**config.mk**
```make
export PLATFORM = sky130hd
export DESIGN_NAME = exec_unit
export DESIGN_NICKNAME = d
export VERILOG_FILES = /design/src/rtl/exec_unit.sv
export SDC_FILE = /design/constraint.sdc
export NUM_CORES = 1
export LEC_CHECK = 0
export ABC_CLOCK_PERIOD_IN_PS = 12100
export CORE_ASPECT_RATIO = 1.25
export CORE_UTILIZATION = 32
export CTS_CLUSTER_DIAMETER = 150
export DETAILED_ROUTE_END_ITERATION = 7
export PLACE_DENSITY_LB_ADDON = 0.05
export SETUP_SLACK_MARGIN = 0.05
export SLEW_MARGIN = 10
export SYNTH_ARGS = -nofsm -noshare
export SYNTH_HDL_FRONTEND = slang
export SYNTH_SLANG_ARGS = --single-unit
```
**constraint.sdc**
```tcl
create_clock -name clk -period 12.1 [get_ports clk]
set_input_delay 1.21 -clock clk [delete_from_list [all_inputs] [get_ports clk]]
set_output_delay 1.21 -clock clk [all_outputs]
set_load 0.03 [all_outputs]
```
**src/rtl/exec_unit.sv**
```systemverilog
// -----------------------------------------------------------------------------
// exec_unit
//
// Multi-cycle execute stage that sits directly after the register file read
// ports. It accepts two operands, an opcode and a destination register index
// from issue. Single-cycle ALU operations finish in one cycle. MUL runs an
// iterative shift-add over DATA_W cycles. The stage then hands the result,
// destination index and write enable to the register file write port.
// Valid/ready handshakes decouple both sides.
//
// Optional feature: define EXEC_DIV_EN to add an iterative unsigned restoring
// divider for DIVU/REMU. Without that macro, those opcodes are illegal and no
// divider logic is built.
//
// Ports:
//   clk         clock; all state updates on the rising edge
//   rst         asynchronous, active-high reset
//   flush       synchronous abort of any in-flight op (beats accept/out_ready)
//   in_valid    issue presents an op
//   in_ready    unit can accept an op (only in IDLE)
//   in_op       4-bit opcode
//   in_a/in_b   operands A and B (register file read data 1 / 2)
//   in_rd       destination register index
//   out_valid   result valid; held until out_ready
//   out_ready   writeback accepts the result
//   out_result  result data
//   out_rd      destination register index
//   out_wr      register-file write enable (never for register 0)
//   out_err     illegal-opcode flag, qualified by out_valid
//   busy        high while an op is computing or waiting to be drained
// -----------------------------------------------------------------------------
module exec_unit #(
   parameter int DATA_W     = 32,
   parameter int REG_ADDR_W = 6,
   parameter int SHAMT_W    = $clog2(DATA_W)
) (
   input  logic                  clk,
   input  logic                  rst,
   input  logic                  flush,
   input  logic                  in_valid,
   output logic                  in_ready,
   input  logic [3:0]            in_op,
   input  logic [DATA_W-1:0]     in_a,
   input  logic [DATA_W-1:0]     in_b,
   input  logic [REG_ADDR_W-1:0] in_rd,
   output logic                  out_valid,
   input  logic                  out_ready,
   output logic [DATA_W-1:0]     out_result,
   output logic [REG_ADDR_W-1:0] out_rd,
   output logic                  out_wr,
   output logic                  out_err,
   output logic                  busy
);

   localparam int CNT_W = $clog2(DATA_W);

   typedef enum logic [3:0] {
      OP_ADD  = 4'd0,
      OP_SUB  = 4'd1,
      OP_AND  = 4'd2,
      OP_OR   = 4'd3,
      OP_XOR  = 4'd4,
      OP_SLT  = 4'd5,
      OP_SLTU = 4'd6,
      OP_SLL  = 4'd7,
      OP_SRL  = 4'd8,
      OP_SRA  = 4'd9,
      OP_MUL  = 4'd10,
      OP_DIVU = 4'd11,
      OP_REMU = 4'd12
   } op_e;

   typedef enum logic [1:0] {
      IDLE = 2'd0,
      CALC = 2'd1,
      DONE = 2'd2
   } state_t;

   // Opcodes above this value are illegal; the divide opcodes only count as
   // legal when the divider is built.
`ifdef EXEC_DIV_EN
   localparam logic [3:0] LAST_LEGAL_OP = OP_REMU;
`else
   localparam logic [3:0] LAST_LEGAL_OP = OP_MUL;
`endif

   state_t state_q, state_d;
   logic   accept;

   // Iteration registers. For MUL: a_q = multiplicand (shifts left),
   // b_q = multiplier (shifts right), acc_q = running product.
   // For divide: a_q = dividend turning into quotient, b_q = divisor,
   // acc_q = partial remainder.
   logic [DATA_W-1:0]     a_q, b_q, acc_q;
   logic [CNT_W-1:0]      cnt_q;
   logic [DATA_W-1:0]     res_q;
   logic [REG_ADDR_W-1:0] rd_q;
   logic                  err_q;
`ifdef EXEC_DIV_EN
   logic [3:0]            op_q;
`endif

   logic [DATA_W-1:0]  alu_res;
   logic [SHAMT_W-1:0] shamt;
   logic               op_legal;
   logic               op_iter;
   logic               last_iter;

   logic [DATA_W-1:0]  mul_acc_nxt;
   logic [DATA_W-1:0]  step_acc, step_a, step_b, step_res;

   assign shamt     = in_b[SHAMT_W-1:0];
   assign op_legal  = (in_op <= LAST_LEGAL_OP);
   assign op_iter   = op_legal && (in_op >= OP_MUL);
   assign last_iter = (cnt_q == CNT_W'(DATA_W - 1));

   // ---------------------------------------------------------------------------
   // Single-cycle ALU, evaluated on the issue operands so the result can be
   // registered on the accept edge.
   // ---------------------------------------------------------------------------
   always_comb begin
      // NOTE: assigning a default before the case keeps every path driven, so no latch is inferred.
      alu_res = '0;
      case (in_op)
         OP_ADD:  alu_res = in_a + in_b;
         OP_SUB:  alu_res = in_a - in_b;
         OP_AND:  alu_res = in_a & in_b;
         OP_OR:   alu_res = in_a | in_b;
         OP_XOR:  alu_res = in_a ^ in_b;
         OP_SLT:  alu_res[0] = ($signed(in_a) < $signed(in_b));
         OP_SLTU: alu_res[0] = (in_a < in_b);
         OP_SLL:  alu_res = in_a << shamt;
         OP_SRL:  alu_res = in_a >> shamt;
         OP_SRA:  alu_res = $signed(in_a) >>> shamt;
         default: alu_res = '0;   // MUL/DIV are produced later; illegal ops give 0
      endcase
   end

   // ---------------------------------------------------------------------------
   // One iteration of the multi-cycle datapath.
   // ---------------------------------------------------------------------------
   assign mul_acc_nxt = acc_q + (b_q[0] ? a_q : '0);

`ifdef EXEC_DIV_EN
   // Restoring division step: shift the next dividend bit into the partial
   // remainder, and subtract the divisor when it fits. The quotient bit is
   // shifted into the vacated LSB of a_q. A zero divisor always "fits", so the
   // quotient becomes all ones and the remainder becomes the dividend.
   logic [DATA_W:0]   rem_shift;
   logic              div_ge;
   logic [DATA_W-1:0] rem_nxt, quo_nxt;

   assign rem_shift = {acc_q, a_q[DATA_W-1]};
   assign div_ge    = (rem_shift >= {1'b0, b_q});
   assign rem_nxt   = div_ge ? (rem_shift[DATA_W-1:0] - b_q) : rem_shift[DATA_W-1:0];
   assign quo_nxt   = {a_q[DATA_W-2:0], div_ge};
`endif

   always_comb begin
      step_acc = mul_acc_nxt;
      step_a   = a_q << 1;
      step_b   = b_q >> 1;
      step_res = mul_acc_nxt;
`ifdef EXEC_DIV_EN
      if (op_q != OP_MUL) begin
         step_acc = rem_nxt;
         step_a   = quo_nxt;
         step_b   = b_q;
         step_res = (op_q == OP_DIVU) ? quo_nxt : rem_nxt;
      end
`endif
   end

   // ---------------------------------------------------------------------------
   // Control FSM
   // ---------------------------------------------------------------------------
   always_ff @(posedge clk or posedge rst) begin
      // NOTE: sequential state uses non-blocking assignments, so all flops update together at the edge.
      if (rst) state_q <= IDLE;
      else     state_q <= state_d;
   end

   always_comb begin
      state_d   = state_q;
      accept    = 1'b0;
      in_ready  = 1'b0;
      out_valid = 1'b0;
      busy      = 1'b0;

      case (state_q)
         IDLE: in_ready  = 1'b1;
         CALC: busy      = 1'b1;
         DONE: begin
            busy      = 1'b1;
            out_valid = 1'b1;
         end
         default: ;
      endcase

      if (flush) begin
         // Abort wins over both a new accept and a pending writeback.
         state_d = IDLE;
      end else begin
         case (state_q)
            IDLE: begin
               if (in_valid) begin
                  accept  = 1'b1;
                  state_d = op_iter ? CALC : DONE;
               end
            end
            CALC:    if (last_iter) state_d = DONE;
            DONE:    if (out_ready) state_d = IDLE;
            default: state_d = IDLE;
         endcase
      end
   end

   // ---------------------------------------------------------------------------
   // Datapath registers
   // ---------------------------------------------------------------------------
   always_ff @(posedge clk or posedge rst) begin
      // NOTE: the datapath registers are plain flops, not memories, so they are cleared on reset. That keeps the result outputs at 0 after reset.
      if (rst) begin
         a_q   <= '0;
         b_q   <= '0;
         acc_q <= '0;
         cnt_q <= '0;
         res_q <= '0;
         rd_q  <= '0;
         err_q <= 1'b0;
`ifdef EXEC_DIV_EN
         op_q  <= '0;
`endif
      end else if (accept) begin
         a_q   <= in_a;
         b_q   <= in_b;
         acc_q <= '0;
         cnt_q <= '0;
         res_q <= alu_res;
         rd_q  <= in_rd;
         err_q <= ~op_legal;
`ifdef EXEC_DIV_EN
         op_q  <= in_op;
`endif
      end else if (state_q == CALC && !flush) begin
         acc_q <= step_acc;
         a_q   <= step_a;
         b_q   <= step_b;
         cnt_q <= cnt_q + CNT_W'(1);
         if (last_iter) res_q <= step_res;
      end
   end

   assign out_result = res_q;
   assign out_rd     = rd_q;
   assign out_err    = err_q;
   assign out_wr     = out_valid & (rd_q != '0);

endmodule

```
==> results.json <==
{
  "worst_ep_arrival_time_ns": 5.77,
  "ys_seq_area_share_pct": 21.5,
  "drv_slew": 0,
  "crit_required_ns": 12.48,
  "cts-hold-fix-buffers": 0,
  "ant_nets": 0,
  "clkTransAtPathRegs_ns": 0.08,
  "drtIter0Drc": 1564,
  "grt_pass1_vias": 16500,
  "tns_ns": 0,
  "dp_hpwl_microns": 61900,
  "synth_top_area_share_pct": 21.5,
  "yosys_warnings": 0,
  "cts-resized-gates": 0,
  "gp_congestion": 1.00,
  "async_reset_ff_share_pct": 100,
  "fin_total_pwr_uw": 2380,
  "die-height_microns": 256,
  "coreArea_sq_um": 50800,
  "syn_to_final_growth_pct": 13.8,
  "cap_violations": 0,
  "cts.sinks": 142,
  "cp_slowest_cell": "o41ai_2",
  "setup_violations": 0,
  "synth_top_area_cell": "dfrtp_1",
  "drc": 0,
  "crit_path_start_kind": "input port",
  "cts_tree": "built",
  "setup_ws_ns": 6.71,
  "grt_max_degree": 80,
  "htreeDepth": 4,
  "cts_buffers": 17,
  "critPathKind": "in2reg",
  "fin_util_pct": 37.1,
  "multi_input_area_sq_um": 12000,
  "max_freq_mhz": 186,
  "avgRoutedWirePerCell_microns": 27.9,
  "start_util_pct": 32.6,
  "nFillCells": 5401,
  "port_buffers": 121,
  "syn_nets": 2423,
  "antenna_found_initial": 2,
  "critPathMaxStageDelay_ns": 0.58,
  "period_share_pct": 44.5,
  "num_rows": 92,
  "first_pass_iters": 6,
  "layout.nets": 2444,
  "path_cells": "clkdlybuf4s50_1 > buf_4 > inv_1 > ha_1 > nor2_1 > o21ai_0 > a21oi_1 > nor3b_2 > nor4b_2 > nor4b_2 > o41ai_2 > mux2i_1 > o221ai_1 > a211o_1",
  "post_cts.repair.setup_buffers": 0,
  "drive_above_1_share_pct": 7.43,
  "crit_top_cell": "nor4b_2",
  "crit_fanout": 40,
  "worstMarginPinSlew_ns": 1.15,
  "grt.overflow.total": 0,
  "outcome": "finished clean",
  "synthFlopType": "dfrtp_1",
  "finalWirelength_microns": 80700,
  "power_per_cell_area_nw_per_um2": 127,
  "finalClockSkew_ns": 0.0229,
  "period_minus_slack_ns": 5.39,
  "grt_use_total_pct": 30.8,
  "ios": 122,
  "regArea_sq_um": 3550,
  "critPathTopFamily": "compound AO/OA/AOI/OAI gates",
  "cts_buffer_depth": 2,
  "die_w_microns": 205,
  "worst-path-buf-inv": 3,
  "synth_area_leaders": "dfrtp_1, ha_1, nand2_1, nor2_1, mux4_2",
  "root_buffer": "clkbuf_16",
  "r2r-start": "b_q[0]",
  "netlist_area_sq_um": 16500,
  "place_ws_ns": 6.34,
  "hold_path_class": "reg2reg",
  "drt-vias-per-instance": 6.02,
  "critPathLaunch": "in_b[4]",
  "postSynthAreaPerCell_sq_um": 7.52,
  "ys_ff_latch": 142,
  "synth_cell_types": 93,
  "synth-edff-count": 0,
  "via_count": 17400,
  "rsz0062_at_grt": "no",
  "netlist_instances": 2201,
  "die_area_sq_um": 52600,
  "insertion_delay_ns": 0.50,
  "slew_headroom_pct": 23.2,
  "crit_path_end_kind": "register",
  "finalHoldViolCount": 0,
  "p_leak_uw": 0.00794,
  "hp-start": "out_err",
  "grt_pass1_wl_microns": 117000,
  "ir_drop_mv": 0.0822
}
==> kinds of logic after synthesis <==
group | after synthesis | synth area share (%)
buf+inv | 262 | 6.48
compound gates | 699 | 28.2
mux | 97 | 9.30
fa+ha+maj | 143 | 10.9
xor+xnor | 42 | 2.22
simple gates | 816 | 21.4
flops | 142 | 21.5
==> tightest hold or removal path, delay by kind of cell, from the launching register on <==
kind            cells  cell delay (ns)
simple gates        1             0.05
flops               1             0.34
compound gates      1             0.06
==> cells in the final DEF (no fill, tap or decap), types with 26 or more instances in the layout <==
cell	Yosys	final
a211oi_1	28	28
a21oi_1	171	170
a31oi_1	94	94
and2_1	37	37
buf_4	5	35
clkdlybuf4s50_1	0	117
dfrtp_1	142	142
ha_1	140	140
inv_1	102	101
mux2i_1	48	48
mux4_2	45	45
nand2_1	324	324
nand3_1	31	31
nor2_1	290	288
nor3_1	35	32
o21ai_0	125	124
xnor2_1	26	26
==> state kept, by name, summed over array words and instances, names as in the netlist <==
signal,count
a_q,32
acc_q,32
b_q,32
out_result,32
out_rd,6
cnt_q,5
state_q,2
out_err,1
==> final timing paths <==
kind | depth (start not counted) | end | slack [ns]
worst max register to register | 14 | acc_q[30] | 7.73
min in group asynchronous | 2 | out_rd[1] | 1.25
max in group asynchronous | 3 | acc_q[12] | 9.40
worst max-delay path | 14 | out_result[28] | 6.71
worst min-delay path | 2 | out_err | 0.48
worst min register to register | 2 | out_err | 0.48
==> Yosys cell counts (all sizes together), types with 31 or more instances <==
master,count
o21ai,131
a31oi,95
inv,107
dfrtp,142
mux4,45
nor2,291
ha,140
nand2,324
buf,44
a21oi,174
mux2i,48
nor3,36
clkbuf,110
and2,37
nand3,31
==> cell type report <==
| type | count | area share, % |
|---|---|---|
| antenna | 1 | 0.0133 |
| sequential | 142 | 18.9 |
| multi-input combinational | 1797 | 63.6 |
| clock inverter | 12 | 0.850 |
| clock buffer | 20 | 2.37 |
| inverter | 108 | 2.18 |
| tap | 658 | 4.37 |
| timing repair buffer | 156 | 7.72 |
==> metal layers <==
metal  global-route usage (%)  routed length, microns  vias up
met5                        0                       0        -
met4                     18.1                    5080        0
met3                     4.28                    4280      146
met2                     49.7                   38000      713
met1                     38.9                   33400     8532
li1                         -                       -     8018
==> per-stage QoR <==
| stage | cells | instance area [sq um] | hold slack (ns) |
|---|---|---|---|
| final | 2894 | 18800 | 0.481 |
| after global routing | 2893 | 18800 | 0.511 |
| after CTS | 2893 | 18800 | 0.492 |
| after detailed placement | 2861 | 18200 | 0.476 |
| after global placement | 2860 | 18200 | 0.471 |
| after floorplan | 2201 | 16500 | 0.456 |
==> report_power, final <==
| part | internal (uW) | switching, uW |
|---|---|---|
| logic | 414 | 707 |
| registers | 584 | 92.8 |
| clock network | 331 | 255 |
| total | 1330 | 1050 |
No activity file was read; power rests on OpenSTA's default activity.
